### src/rtl/ps2_host_transmitter_if.sv
// ps2_host_transmitter_if: command-byte handshake and status between host logic and the PS/2 transmitter
interface ps2_host_transmitter_if;
  logic [7:0] tx_data;
  logic tx_valid;
  logic tx_ready;
  logic tx_done;
  logic tx_error;
  logic busy;
  modport master (output tx_data, tx_valid, input tx_ready, tx_done, tx_error, busy);
  modport slave (input tx_data, tx_valid, output tx_ready, tx_done, tx_error, busy);
endinterface

### src/rtl/ps2_host_transmitter.sv
// ps2_host_transmitter: open-drain PS/2 host-to-device command transmitter with filtered device clock and ACK check
module ps2_host_transmitter #(
  parameter logic [15:0] INHIBIT_CYCLES = 16'd1000,
  parameter logic [19:0] TIMEOUT_CYCLES = 20'd200000,
  parameter int FILTER_LEN = 4
) (
  input logic clock,
  input logic reset,
  input logic device_clock_i,
  input logic device_data_i,
  output logic device_clock_pull_o,
  output logic device_data_pull_o,
  ps2_host_transmitter_if.slave bus
);
  localparam int FW = $clog2(FILTER_LEN + 1);
  typedef enum logic [2:0] {IDLE, INHIBIT, REQUEST, DATA, PARITY, STOP, ACK, WAIT_IDLE} state_t;
  state_t state_q, state_d;
  logic [1:0] clk_s_q, dat_s_q;
  logic clk_f_q, clk_f_d, fall_q, fall_d;
  logic [FW-1:0] flt_q, flt_d;
  logic [7:0] shift_q, shift_d;
  logic par_q, par_d;
  logic [2:0] idx_q, idx_d;
  logic [15:0] cnt_q, cnt_d;
  logic [19:0] to_q, to_d;
  logic clk_pull_q, clk_pull_d, dat_pull_q, dat_pull_d;
  logic done_q, done_d, err_q, err_d;
  logic timed;
  assign device_clock_pull_o = clk_pull_q;
  assign device_data_pull_o = dat_pull_q;
  assign bus.tx_ready = state_q == IDLE;
  assign bus.tx_done = done_q;
  assign bus.tx_error = err_q;
  assign bus.busy = state_q != IDLE || done_q || err_q;
  always_comb begin
    state_d = state_q;
    clk_f_d = clk_f_q;
    flt_d = '0;
    shift_d = shift_q;
    par_d = par_q;
    idx_d = idx_q;
    cnt_d = cnt_q;
    to_d = to_q;
    clk_pull_d = clk_pull_q;
    dat_pull_d = dat_pull_q;
    done_d = 1'b0;
    err_d = 1'b0;
    timed = state_q inside {DATA, PARITY, STOP, ACK, WAIT_IDLE};
    // the filtered level only moves after FILTER_LEN consecutive disagreeing samples
    if (clk_s_q[1] != clk_f_q) begin
      flt_d = flt_q == FW'(FILTER_LEN - 1) ? '0 : flt_q + FW'(1);
      clk_f_d = flt_q == FW'(FILTER_LEN - 1) ? clk_s_q[1] : clk_f_q;
    end
    fall_d = clk_f_q & ~clk_f_d;
    if (timed) to_d = fall_q ? '0 : to_q + 20'd1;
    case (state_q)
      IDLE: if (bus.tx_valid) begin
        shift_d = bus.tx_data;
        par_d = ~^bus.tx_data;
        cnt_d = '0;
        clk_pull_d = 1'b1;
        state_d = INHIBIT;
      end
      INHIBIT: begin
        cnt_d = cnt_q + 16'd1;
        if (cnt_q == INHIBIT_CYCLES - 16'd1) begin
          dat_pull_d = 1'b1;
          state_d = REQUEST;
        end
      end
      REQUEST: begin
        clk_pull_d = 1'b0;
        idx_d = '0;
        to_d = '0;
        state_d = DATA;
      end
      DATA: if (fall_q) begin
        dat_pull_d = ~shift_q[idx_q];
        idx_d = idx_q + 3'd1;
        state_d = idx_q == 3'd7 ? PARITY : DATA;
      end
      PARITY: if (fall_q) begin
        dat_pull_d = ~par_q;
        state_d = STOP;
      end
      STOP: if (fall_q) begin
        dat_pull_d = 1'b0;
        state_d = ACK;
      end
      ACK: if (fall_q) begin
        err_d = dat_s_q[1];
        state_d = dat_s_q[1] ? IDLE : WAIT_IDLE;
      end
      WAIT_IDLE: if (clk_f_q && dat_s_q[1]) begin
        done_d = 1'b1;
        state_d = IDLE;
      end
      default: state_d = IDLE;
    endcase
    // a silent device aborts the frame and frees the bus; a fall in the same cycle wins
    if (timed && !fall_q && to_q == TIMEOUT_CYCLES - 20'd1) begin
      clk_pull_d = 1'b0;
      dat_pull_d = 1'b0;
      done_d = 1'b0;
      err_d = 1'b1;
      state_d = IDLE;
    end
  end
  always_ff @(posedge clock or posedge reset) begin
    if (reset) begin
      state_q <= IDLE;
      clk_s_q <= 2'b11;
      dat_s_q <= 2'b11;
      clk_f_q <= 1'b1;
      fall_q <= 1'b0;
      flt_q <= '0;
      shift_q <= '0;
      par_q <= 1'b0;
      idx_q <= '0;
      cnt_q <= '0;
      to_q <= '0;
      clk_pull_q <= 1'b0;
      dat_pull_q <= 1'b0;
      done_q <= 1'b0;
      err_q <= 1'b0;
    end else begin
      state_q <= state_d;
      clk_s_q <= {clk_s_q[0], device_clock_i};
      dat_s_q <= {dat_s_q[0], device_data_i};
      clk_f_q <= clk_f_d;
      fall_q <= fall_d;
      flt_q <= flt_d;
      shift_q <= shift_d;
      par_q <= par_d;
      idx_q <= idx_d;
      cnt_q <= cnt_d;
      to_q <= to_d;
      clk_pull_q <= clk_pull_d;
      dat_pull_q <= dat_pull_d;
      done_q <= done_d;
      err_q <= err_d;
    end
  end
endmodule

### src/flat_wrapper.sv
// flat-port wrapper written by rule: the top's interface ports become plain ports
module ps2_host_transmitter_flat 
#(
  parameter logic [15:0] INHIBIT_CYCLES = 16'd1000,
  parameter logic [19:0] TIMEOUT_CYCLES = 20'd200000,
  parameter int FILTER_LEN = 4
)
  (clock, reset, device_clock_i, device_data_i, device_clock_pull_o, device_data_pull_o, bus_tx_data, bus_tx_valid, bus_tx_ready, bus_tx_done, bus_tx_error, bus_busy);
  ps2_host_transmitter_if bus_i ();
  input logic clock;
  input logic reset;
  input logic device_clock_i;
  input logic device_data_i;
  output logic device_clock_pull_o;
  output logic device_data_pull_o;
  input wire logic [$bits(bus_i.tx_data)-1:0] bus_tx_data;
  input wire logic [$bits(bus_i.tx_valid)-1:0] bus_tx_valid;
  output wire logic [$bits(bus_i.tx_ready)-1:0] bus_tx_ready;
  output wire logic [$bits(bus_i.tx_done)-1:0] bus_tx_done;
  output wire logic [$bits(bus_i.tx_error)-1:0] bus_tx_error;
  output wire logic [$bits(bus_i.busy)-1:0] bus_busy;
  assign bus_i.tx_data = bus_tx_data;
  assign bus_i.tx_valid = bus_tx_valid;
  assign bus_tx_ready = bus_i.tx_ready;
  assign bus_tx_done = bus_i.tx_done;
  assign bus_tx_error = bus_i.tx_error;
  assign bus_busy = bus_i.busy;
  ps2_host_transmitter #(.INHIBIT_CYCLES(INHIBIT_CYCLES), .TIMEOUT_CYCLES(TIMEOUT_CYCLES), .FILTER_LEN(FILTER_LEN)) u_core (.clock(clock), .reset(reset), .device_clock_i(device_clock_i), .device_data_i(device_data_i), .device_clock_pull_o(device_clock_pull_o), .device_data_pull_o(device_data_pull_o), .bus(bus_i));
endmodule
### config.mk
export PLATFORM = sky130hd
export DESIGN_NAME = ps2_host_transmitter_flat
export DESIGN_NICKNAME = d
export VERILOG_FILES = /design/src/rtl/ps2_host_transmitter_if.sv /design/src/rtl/ps2_host_transmitter.sv /design/src/flat_wrapper.sv
export SDC_FILE = /design/constraint.sdc
export NUM_CORES = 1
export LEC_CHECK = 0
export ABC_AREA = 1
export CORE_ASPECT_RATIO = 1.2
export CORE_MARGIN = 1
export CORE_UTILIZATION = 54
export DETAILED_ROUTE_END_ITERATION = 7
export GPL_TIMING_DRIVEN = 0
export PLACE_DENSITY = 0.72
export SLEW_MARGIN = 25
export SYNTH_ARGS = -nofsm -noshare
export SYNTH_HDL_FRONTEND = slang
export SYNTH_SLANG_ARGS = --single-unit
### constraint.sdc
create_clock -name clock -period 6.1 [get_ports clock]
set_input_delay 1.22 -clock clock [delete_from_list [all_inputs] [get_ports clock]]
set_output_delay 1.22 -clock clock [all_outputs]
set_load 0.01 [all_outputs]
---- After elaboration in Yosys (flattened, before gate mapping) ----
Cells that the tools add are included.
storage, ports and cells
  input port bits ......................... 13
  output and inout port bits .............. 6
  bits in registers ....................... 64
  word-level logic and storage cells ...... 105
operators by class
  reductions and logical operators ........ 21
  multiplexer cells ....................... 39
  bitwise logic cells ..................... 4
  add/subtract/negate cells ............... 4
  $lt $le $gt $ge ......................... 1
  equal/unequal tests ..................... 21
operators with widths
  operator               count
  $mux 20                3
  $mux 3                 13
  $pmux 16 s2            1
  $pmux 3 s8             1
  $add 20x1->20 const B  1
  $eq 20x18->1 const B   1
  $add 16x1->16 const B  1
  $eq 16x10->1 const B   1
  $mux 1                 16
  $mux 16                1
  $eq 3x3->1 const B     5
  $ne 3x2->1 const B     5
  $reduce_bool 5->1      2
  $eq 3x2->1 const B     3
  $reduce_and 2->1       4
  $reduce_xnor 8->1      1
  $reduce_and 7->1       1
  $add 3x1->3 const B    2
  $pmux 3 s2             1
  $reduce_bool 2->1      3
  $reduce_bool 3->1      2
  $reduce_and 5->1       1
  $lt 3x4->1 const B     1
  $pmux 1 s4             1
  other kinds (14)       19

---- Longest topological paths before layout ----
Gate-level depths: netlist of the first run.
  depth after elaboration ................. 6
  depth in mapped cells ................... 12
  mapped depth without buffers ............ 11

---- Worst setup path before layout of the first run ----
OpenSTA, ideal clock, no wires.
  path type ............................... flip-flop to output port
  start ................................... reg u_core.state_q[1]
  end ..................................... out bus_busy
  slack ................................... 3,979 ps
  arrival ................................. 901 ps
  path buffers ............................ 0
  cell stages (with the launch flop) ...... 5
  required time ........................... 4,880 ps
  path through ............................ dfrtp_1 nor2_1 nand2_1 inv_1 nand2_1
between the ends
  word-level cells in the longest chain between the ends .. 3
RTL lines
  what                            line                         text
  start, declared                 ps2_host_transmitter.sv:17   state_t state_q, state_d;
  start signal, assigned          ps2_host_transmitter.sv:127  state_q <= state_d;
  $reduce_bool 3->1               ps2_host_transmitter.sv:34   assign bus.busy = state_q != IDLE || done_q || err_q;
  $logic_or 1x1->1 (2 in series)  ps2_host_transmitter.sv:34
  end, declared                   flat_wrapper.sv:21           output wire logic [$bits(bus_i.busy)-1:0] bus_busy;
No other way between the ends.

---- Final worst setup path of the first run ----
  start ................................... reg u_core.state_q[1]
  end ..................................... out bus_tx_ready
between the ends
  word-level cells in the longest chain between the ends .. 1
RTL lines
  what             line                        text
  $logic_not 3->1  ps2_host_transmitter.sv:31  assign bus.tx_ready = state_q == IDLE;
  end, declared    flat_wrapper.sv:18          output wire logic [$bits(bus_i.tx_ready)-1:0] bus_tx_ready;
No other way between the ends.

==> key figures, run 1 <==
Detailed routing
  – Vias per cell: 5.24
  – Pre-antenna DRT Iters: 4
  – Routed length per instance: 12.4 um
  – Total wire length: 7560 um
  – Initial DRC count: 227
  – Drt drc: 0
  – Total vias in the final route: 3198
  – Routed Antenna Nets: 0

Placement
  – Placement Setup Slack: 3450 ps
  – Post-DP HPWL: 5580 um
  – Port bufs: 18
  – Placer Congestion: 0.888

Clocking
  – CTS sink cnt: 64
  – Total CTS buffers: 9
  – Clock-pin slew on the worst setup and hold paths: 70 ps
  – Worst-Skew Late Latency: 330 ps
  – H-tree depth: 3
  – Max Buffers Root-to-Sink: 2
  – Post_cts resized: 0
  – Post-cts hold buffer count: 0
  – Root buffer cell: clkbuf_8
  – Setup Fix Bufs, Post-CTS: 0
  – CTS tree: done

Min path
  – Hold_sp: u_core.clk_s_q[0]$_DFF_PP1_
  – Hold path cells: 0
  – Worst Hold Class: flop to flop
  – Worst Hold Endpoint: u_core.clk_s_q[1]$_DFF_PP1_

Floorplanning
  – Initial Util: 55.5%
  – Top Ports: 19
  – Die Ht: 90.9 um
  – Row Count: 32
  – Chip Width: 76.1 um
  – Full die area: 6910 um2
  – CORE AREA: 6410 um2

Critical path
  – Max Fanout on Critical Path: 7
  – Flop-to-flop setup slack: 4250 ps
  – Setup crit start kind: flop
  – Critical path class: flop to primary output
  – Required @ worst endpoint: 4880 ps
  – RR Startpoint: u_core.to_q[0]$_DFFE_PP0P_
  – Reg2Reg Depth: 9
  – Reg2reg end: u_core.to_q[18]$_DFFE_PP0P_
  – Crit path arrival time: 1810 ps
  – CP Capture Type: primary output

STA
  – TNS Setup: 0 ps
  – FMAX: 0.330 GHz
  – Crit path time final: 3030 ps
  – Worst setup margin: 3070 ps
  – Slew Viols, Final: 0
  – Hold_ws: 359 ps
  – Worst slew pin tran: 691 ps
  – Worst clock skew: 12.1 ps
  – Worst slew margin: 53.8%
  – Fin. Hold Viols: 0
  – # setup viols final: 0
  – Final worst-path cycle share: 49.7%
  – RSZ-0062 raised after global routing: false

Yosys
  – Ys Warns: 0
  – Most common cell in the synthesized netlist: nand2_1
  – Number of synthesized flops with an enable pin: 0
  – Netlist cell types: 34
  – Mapped Nets: 508
  – Post-synth top cells: nand2_1 (145), nor2_1 (69), inv_1 (62)
  – Asr flop ratio synth: 100%
  – Synth Instances: 490
  – Syn Std Cell Area: 3550 um2
  – Synthesized flop and latch total: 64
  – Most area-hungry cell type in the Yosys netlist: dfrtp_1
  – Seq/Total Area, Yosys: 45.2%
  – Ys flop type: dfrtp_1
  – Largest cells by area after synthesis: dfrtp_1 (42%), nand2_1 (15%), nor2_1 (7.3%)
  – Syn avg cell area: 7.25 um2
  – Area share of the largest cell type after synthesis: 41.5%

Run status
  – Outcome: completed

Cells and area
  – Layout area overhead: 13.8%
  – Proportion of layout cells with a drive suffix above 1: 6.86%
  – Nets: 538
  – Ant. Diodes: 0
  – Final cell utilization of the core: 63.2%

Global routing
  – Initial antenna violation count: 0
  – Largest net degree at the start of global routing: 34
  – Gr usage total: 24.0%
  – Vias in the first global route: 2995
  – GRT overflow: 0
  – First-pass GRT wire length: 13300 um

Power
  – Comb power frac: 34.1%
  – Leakage dissipation: 0.00195 uW
  – Net Switching: 549 uW
  – Worst vdd ir: 0.000215 V
  – Clk pwr share: 23.3%
  – Power Density: 349 nW/um2
  – Switch share: 38.9%
  – Seq pwr share: 42.6%
  – Pint: 865 uW

Flow run
  – Max_cap viols: 0
==> power groups by stage <==
| stage | registers [uW] | clock network (uW) | logic (uW) |
|---|---|---|---|
| 5_1_grt | 615 | 358 | 556 |
| 3_3_place_gp | 606 | 0 | 464 |
| 6_report | 603 | 329 | 482 |
| 2_1_floorplan | 588 | 0 | 349 |
| 3_5_place_dp | 608 | 0 | 484 |
| 4_1_cts | 602 | 341 | 485 |
==> sequential cells by signal (all words and copies together), names as in the netlist <==
register and cells:
u_core.bus.tx_error 1, u_core.clk_f_q 1, u_core.shift_q 8, u_core.bus.tx_done 1, u_core.flt_q 3, u_core.fall_q 1, u_core.clk_s_q 2, u_core.dat_s_q 2
u_core.idx_q 3, u_core.device_data_pull_o 1, u_core.device_clock_pull_o 1, u_core.state_q 3, u_core.to_q 20, u_core.par_q 1, u_core.cnt_q 16
==> layout by cell type, fill, tap and decap left out, types with 9 or more instances in the layout <==
cell             count
nand2_1            145
nand4_1             13
inv_1               61
a21oi_1              9
nand3_1             40
dfrtp_1             59
clkbuf_8            11
nor2_1              69
o21ai_0             32
clkdlybuf4s50_1     18
==> cell type report <==
class	instances	area, um2
inverter	64	243
clock buffer	11	151
clock inverter	5	31.3
fill	566	2360
multi-input combinational	357	1680
tap	85	106
sequential	64	1610
buffer	5	27.5
timing repair buffer	19	200
==> kinds of logic after synthesis <==
family | Yosys count | share of synthesized area [%]
XOR/XNOR | 11 | 2.71
AO/OA/AOI/OAI | 58 | 9.40
buffers and inverters | 69 | 7.53
AND/OR/NAND/NOR | 283 | 33.4
adder cells (fa/ha/maj) | 5 | 1.76
flip-flops | 64 | 45.2
==> routing by layer <==
layer	global-route usage, %	part of all wire (%)	up-vias
met4	9.62	1.7	0
met3	4.44	4.0	15
met2	38.0	45	76
met5	0	0	-
li1	-	-	1630
met1	32.7	49	1477
==> stage by stage <==
step | std cells | total power [uW] | area (um2)
floorplan | 490 | 936 | 3550
global route | 610 | 1530 | 4050
detailed placement | 594 | 1090 | 3860
CTS | 610 | 1430 | 4050
global placement | 593 | 1070 | 3840
finish | 610 | 1410 | 4050
==> worst max-delay path by stage <==
stage                                       start                            end
finish              u_core.state_q[1]$_DFFE_PP0P_                   bus_tx_ready
global route        u_core.state_q[1]$_DFFE_PP0P_                   bus_tx_ready
CTS                 u_core.state_q[1]$_DFFE_PP0P_                       bus_busy
detailed placement  u_core.state_q[1]$_DFFE_PP0P_                       bus_busy
global placement                            reset  u_core.shift_q[4]$_DFFE_PP0P_
floorplan                                   reset   u_core.bus.tx_done$_DFF_PP0_
==> worst max-delay path, stage by stage (launching register included) <==
cell	delay (ps)
dfrtp_1	460
nor2_1	220
nand2_1	110
inv_1	140
clkdlybuf4s50_1	550
Note: power is estimated with default switching activity, not from simulation.
==> inputs of run 2 (changes only) <==
PLACE_DENSITY = 0.75   (was 0.72)
clock period = 2.59 ns   (was 6.1 ns; I/O delays follow)
==> run 2 against run 1 <==
Effect of this change: final area down 0.43%; combinational power grew 130%; register-to-register slack got worse by 3500 ps; global-route usage down 0.25 points; setup slack got worse by 2800 ps; sequential power is 140% higher; sequential cell count unchanged; die area did not move; critical endpoint unchanged.
==> key figures, run 2 (synthesized netlist as in run 1, its figures left out) <==
Placement
  – Port bufs: 18 (unchanged)
  – Placed insts: 594 (unchanged)
  – DP Area: 3870 um2 (was 3860 um2)
  – Post-DP HPWL: 5450 um (was 5580 um)
  – Placer Congestion: 0.924 (was 0.888)

Critical path
  – Flop-to-flop setup slack: 800 ps (was 4250 ps)
  – Max Fanout on Critical Path: 7 (unchanged)
  – CP Capture Type: primary output (unchanged)
  – Crit path from: u_core.state_q[1]$_DFFE_PP0P_ (unchanged)
  – Setup crit start kind: flop (unchanged)
  – Critical path class: flop to primary output (unchanged)
  – Required @ worst endpoint: 2070 ps (was 4880 ps)
  – Worst path slowest cell: clkdlybuf4s50_1 (unchanged)
  – Crit path cell chain: nor2_1 > nand2_1 > inv_1 > clkdlybuf4s50_1 (unchanged)
  – Crit path largest cell delay: 550 ps (about the same)
  – RR Startpoint: u_core.to_q[0]$_DFFE_PP0P_ (unchanged)
  – Crit path arrival time: 1790 ps (was 1810 ps)

Detailed routing
  – Drt drc: 0 (unchanged)
  – Total vias in the final route: 3205 (was 3198)
  – Routed length per instance: 12.1 um (was 12.4 um)
  – Routed Antenna Nets: 0 (unchanged)
  – Vias per cell: 5.25 (was 5.24)
  – Pre-antenna DRT Iters: 5 (was 4)
  – Initial DRC count: 151 (was 227)
  – Total wire length: 7380 um (was 7560 um)

STA
  – Worst slew pin tran: 618 ps (was 691 ps)
  – Worst slew margin: 58.7% (was 53.8%)
  – Slew Viols, Final: 0 (unchanged)
  – Final worst-path cycle share: 89.1%
  – FMAX: 0.433 GHz
  – RSZ-0062 raised after global routing: false (unchanged)
  – Worst clock skew: 12.4 ps (was 12.1 ps)
  – # setup viols final: 0 (unchanged)
  – Crit path time final: 2310 ps
  – TNS Setup: 0 ps (unchanged)
  – Fin. Hold Viols: 0 (unchanged)

Cells and area
  – Final non-filler cell total: 610 (unchanged)
  – Nets: 538 (unchanged)
  – Largest register FFs: 20 (unchanged)
  – Proportion of layout cells with a drive suffix above 1: 6.29% (was 6.86%)
  – Top reg by flops: u_core.to_q (unchanged)
  – Most frequent cells in the layout: nand2_1 (145), nor2_1 (69), inv_1 (61) (unchanged)
  – Biggest regs: u_core.to_q: 20 flops, u_core.cnt_q: 16 flops, u_core.shift_q: 8 flops (unchanged)
  – Commonest non-fill, non-tap cell in the layout: nand2_1 (unchanged)
  – Layout area overhead: 13.3% (was 13.8%)
  – Post-route cell area: 4030 um2 (was 4050 um2)
  – Ant. Diodes: 0 (unchanged)

Run status
  – Outcome: completed (unchanged)

Clocking
  – Max Buffers Root-to-Sink: 2 (unchanged)
  – CTS tree: done (unchanged)
  – Setup Fix Bufs, Post-CTS: 0 (unchanged)
  – Worst-Skew Late Latency: 340 ps (was 330 ps)
  – Post-cts hold buffer count: 0 (unchanged)
  – Post_cts resized: 0 (unchanged)
  – CTS sink cnt: 64 (unchanged)
  – Root buffer cell: clkbuf_8 (unchanged)
  – H-tree depth: 3 (unchanged)
  – Total CTS buffers: 9 (unchanged)
  – Clock-pin slew on the worst setup and hold paths: 60 ps (was 70 ps)

Floorplanning
  – Full die area: 6910 um2 (unchanged)
  – Top Ports: 19 (unchanged)
  – Chip Width: 76.1 um (unchanged)
  – CORE AREA: 6410 um2 (unchanged)
  – Die Ht: 90.9 um (unchanged)
  – Initial Util: 55.5% (unchanged)
  – Row Count: 32 (unchanged)

Global routing
  – GRT overflow: 0 (unchanged)
  – Initial antenna violation count: 0 (unchanged)
  – First-pass GRT wire length: 13200 um (was 13300 um)
  – Vias in the first global route: 3042 (was 2995)
  – Largest net degree at the start of global routing: 50 (was 34)
  – Gr usage total: 23.8% (was 24.0%)

Power
  – Leakage dissipation: 0.00194 uW (was 0.00195 uW)
  – Clk pwr share: 22.0% (was 23.3%)
  – Switch share: 39.1% (was 38.9%)
  – Comb power frac: 34.5% (was 34.1%)
  – Net Switching: 1280 uW (was 549 uW)
  – Pint: 1980 uW (was 865 uW)
  – Worst vdd ir: 0.000501 V (was 0.000215 V)
  – Power Density: 810 nW/um2 (was 349 nW/um2)
  – Seq pwr share: 43.5% (was 42.6%)

Min path
  – Hold_sp: u_core.dat_s_q[0]$_DFF_PP1_ (was u_core.clk_s_q[0]$_DFF_PP1_)
  – Worst Hold Class: flop to flop (unchanged)

Flow run
  – Max_cap viols: 0 (unchanged)
-- run 2: path summary, 6_finish.rpt --
| kind | endpoint | cells past startpoint |
|---|---|---|
| max | bus_tx_ready | 4 |
| min | u_core.dat_s_q[1]$_DFF_PP1_ | 0 |
| max reg2reg | u_core.to_q[18]$_DFFE_PP0P_ | 9 |
| min reg2reg | u_core.dat_s_q[1]$_DFF_PP1_ | 0 |
| max in group asynchronous | u_core.clk_s_q[0]$_DFF_PP1_ | 3 |
| min in group asynchronous | u_core.to_q[12]$_DFFE_PP0P_ | 2 |
-- run 2: area by class of cell --
cell class	instances	area, um2
Fill cell	605	2380
Multi-Input combinational cell	357	1680
Timing Repair Buffer	19	208
Tap cell	85	106
Sequential cell	64	1610
Inverter	64	243
Clock buffer	12	135
Buffer	5	27.5
Clock inverter	4	22.5
-- run 2: metrics by stage --
step                utilization [%]  power, uW  hold WS (ps)  setup slack (ps)
global placement               60.0       2510           346              -655
CTS                            62.9       3290           358               261
global route                   62.9       3530           359               144
floorplan                         -       2210           345               482
finish                         62.9       3260           357               282
detailed placement             60.4       2570           348               636
-- run 2: worst max-delay path, delay by kind of cell, from the launching register on --
family,cells,cell delay (ps)
buffers and inverters,2,670
AND/OR/NAND/NOR,2,320
flip-flops,1,470
-- run 2: routing by layer --
layer	GRT usage (%)	share of wire, %	up-vias
li1	-	-	1636
met1	30.3	47	1489
met2	39.5	47	61
met3	3.23	3.3	19
met4	12.3	2.7	0
met5	0	0	-
-- run 2: power by group through the flow --
stage / Combinational [uW] / Sequential (uW) / Clock, uW
floorplan: 821 / 1380 / 0
global route: 1300 / 1450 / 775
finish: 1120 / 1420 / 718
detailed placement: 1130 / 1430 / 0
global placement: 1080 / 1430 / 0
CTS: 1140 / 1420 / 736
==> inputs of run 3 (changes only) <==
CAP_MARGIN = 20   (was unset)
==> results of run 3 <==
No change in the layout: final DEF, timing and power equal those of run 2.
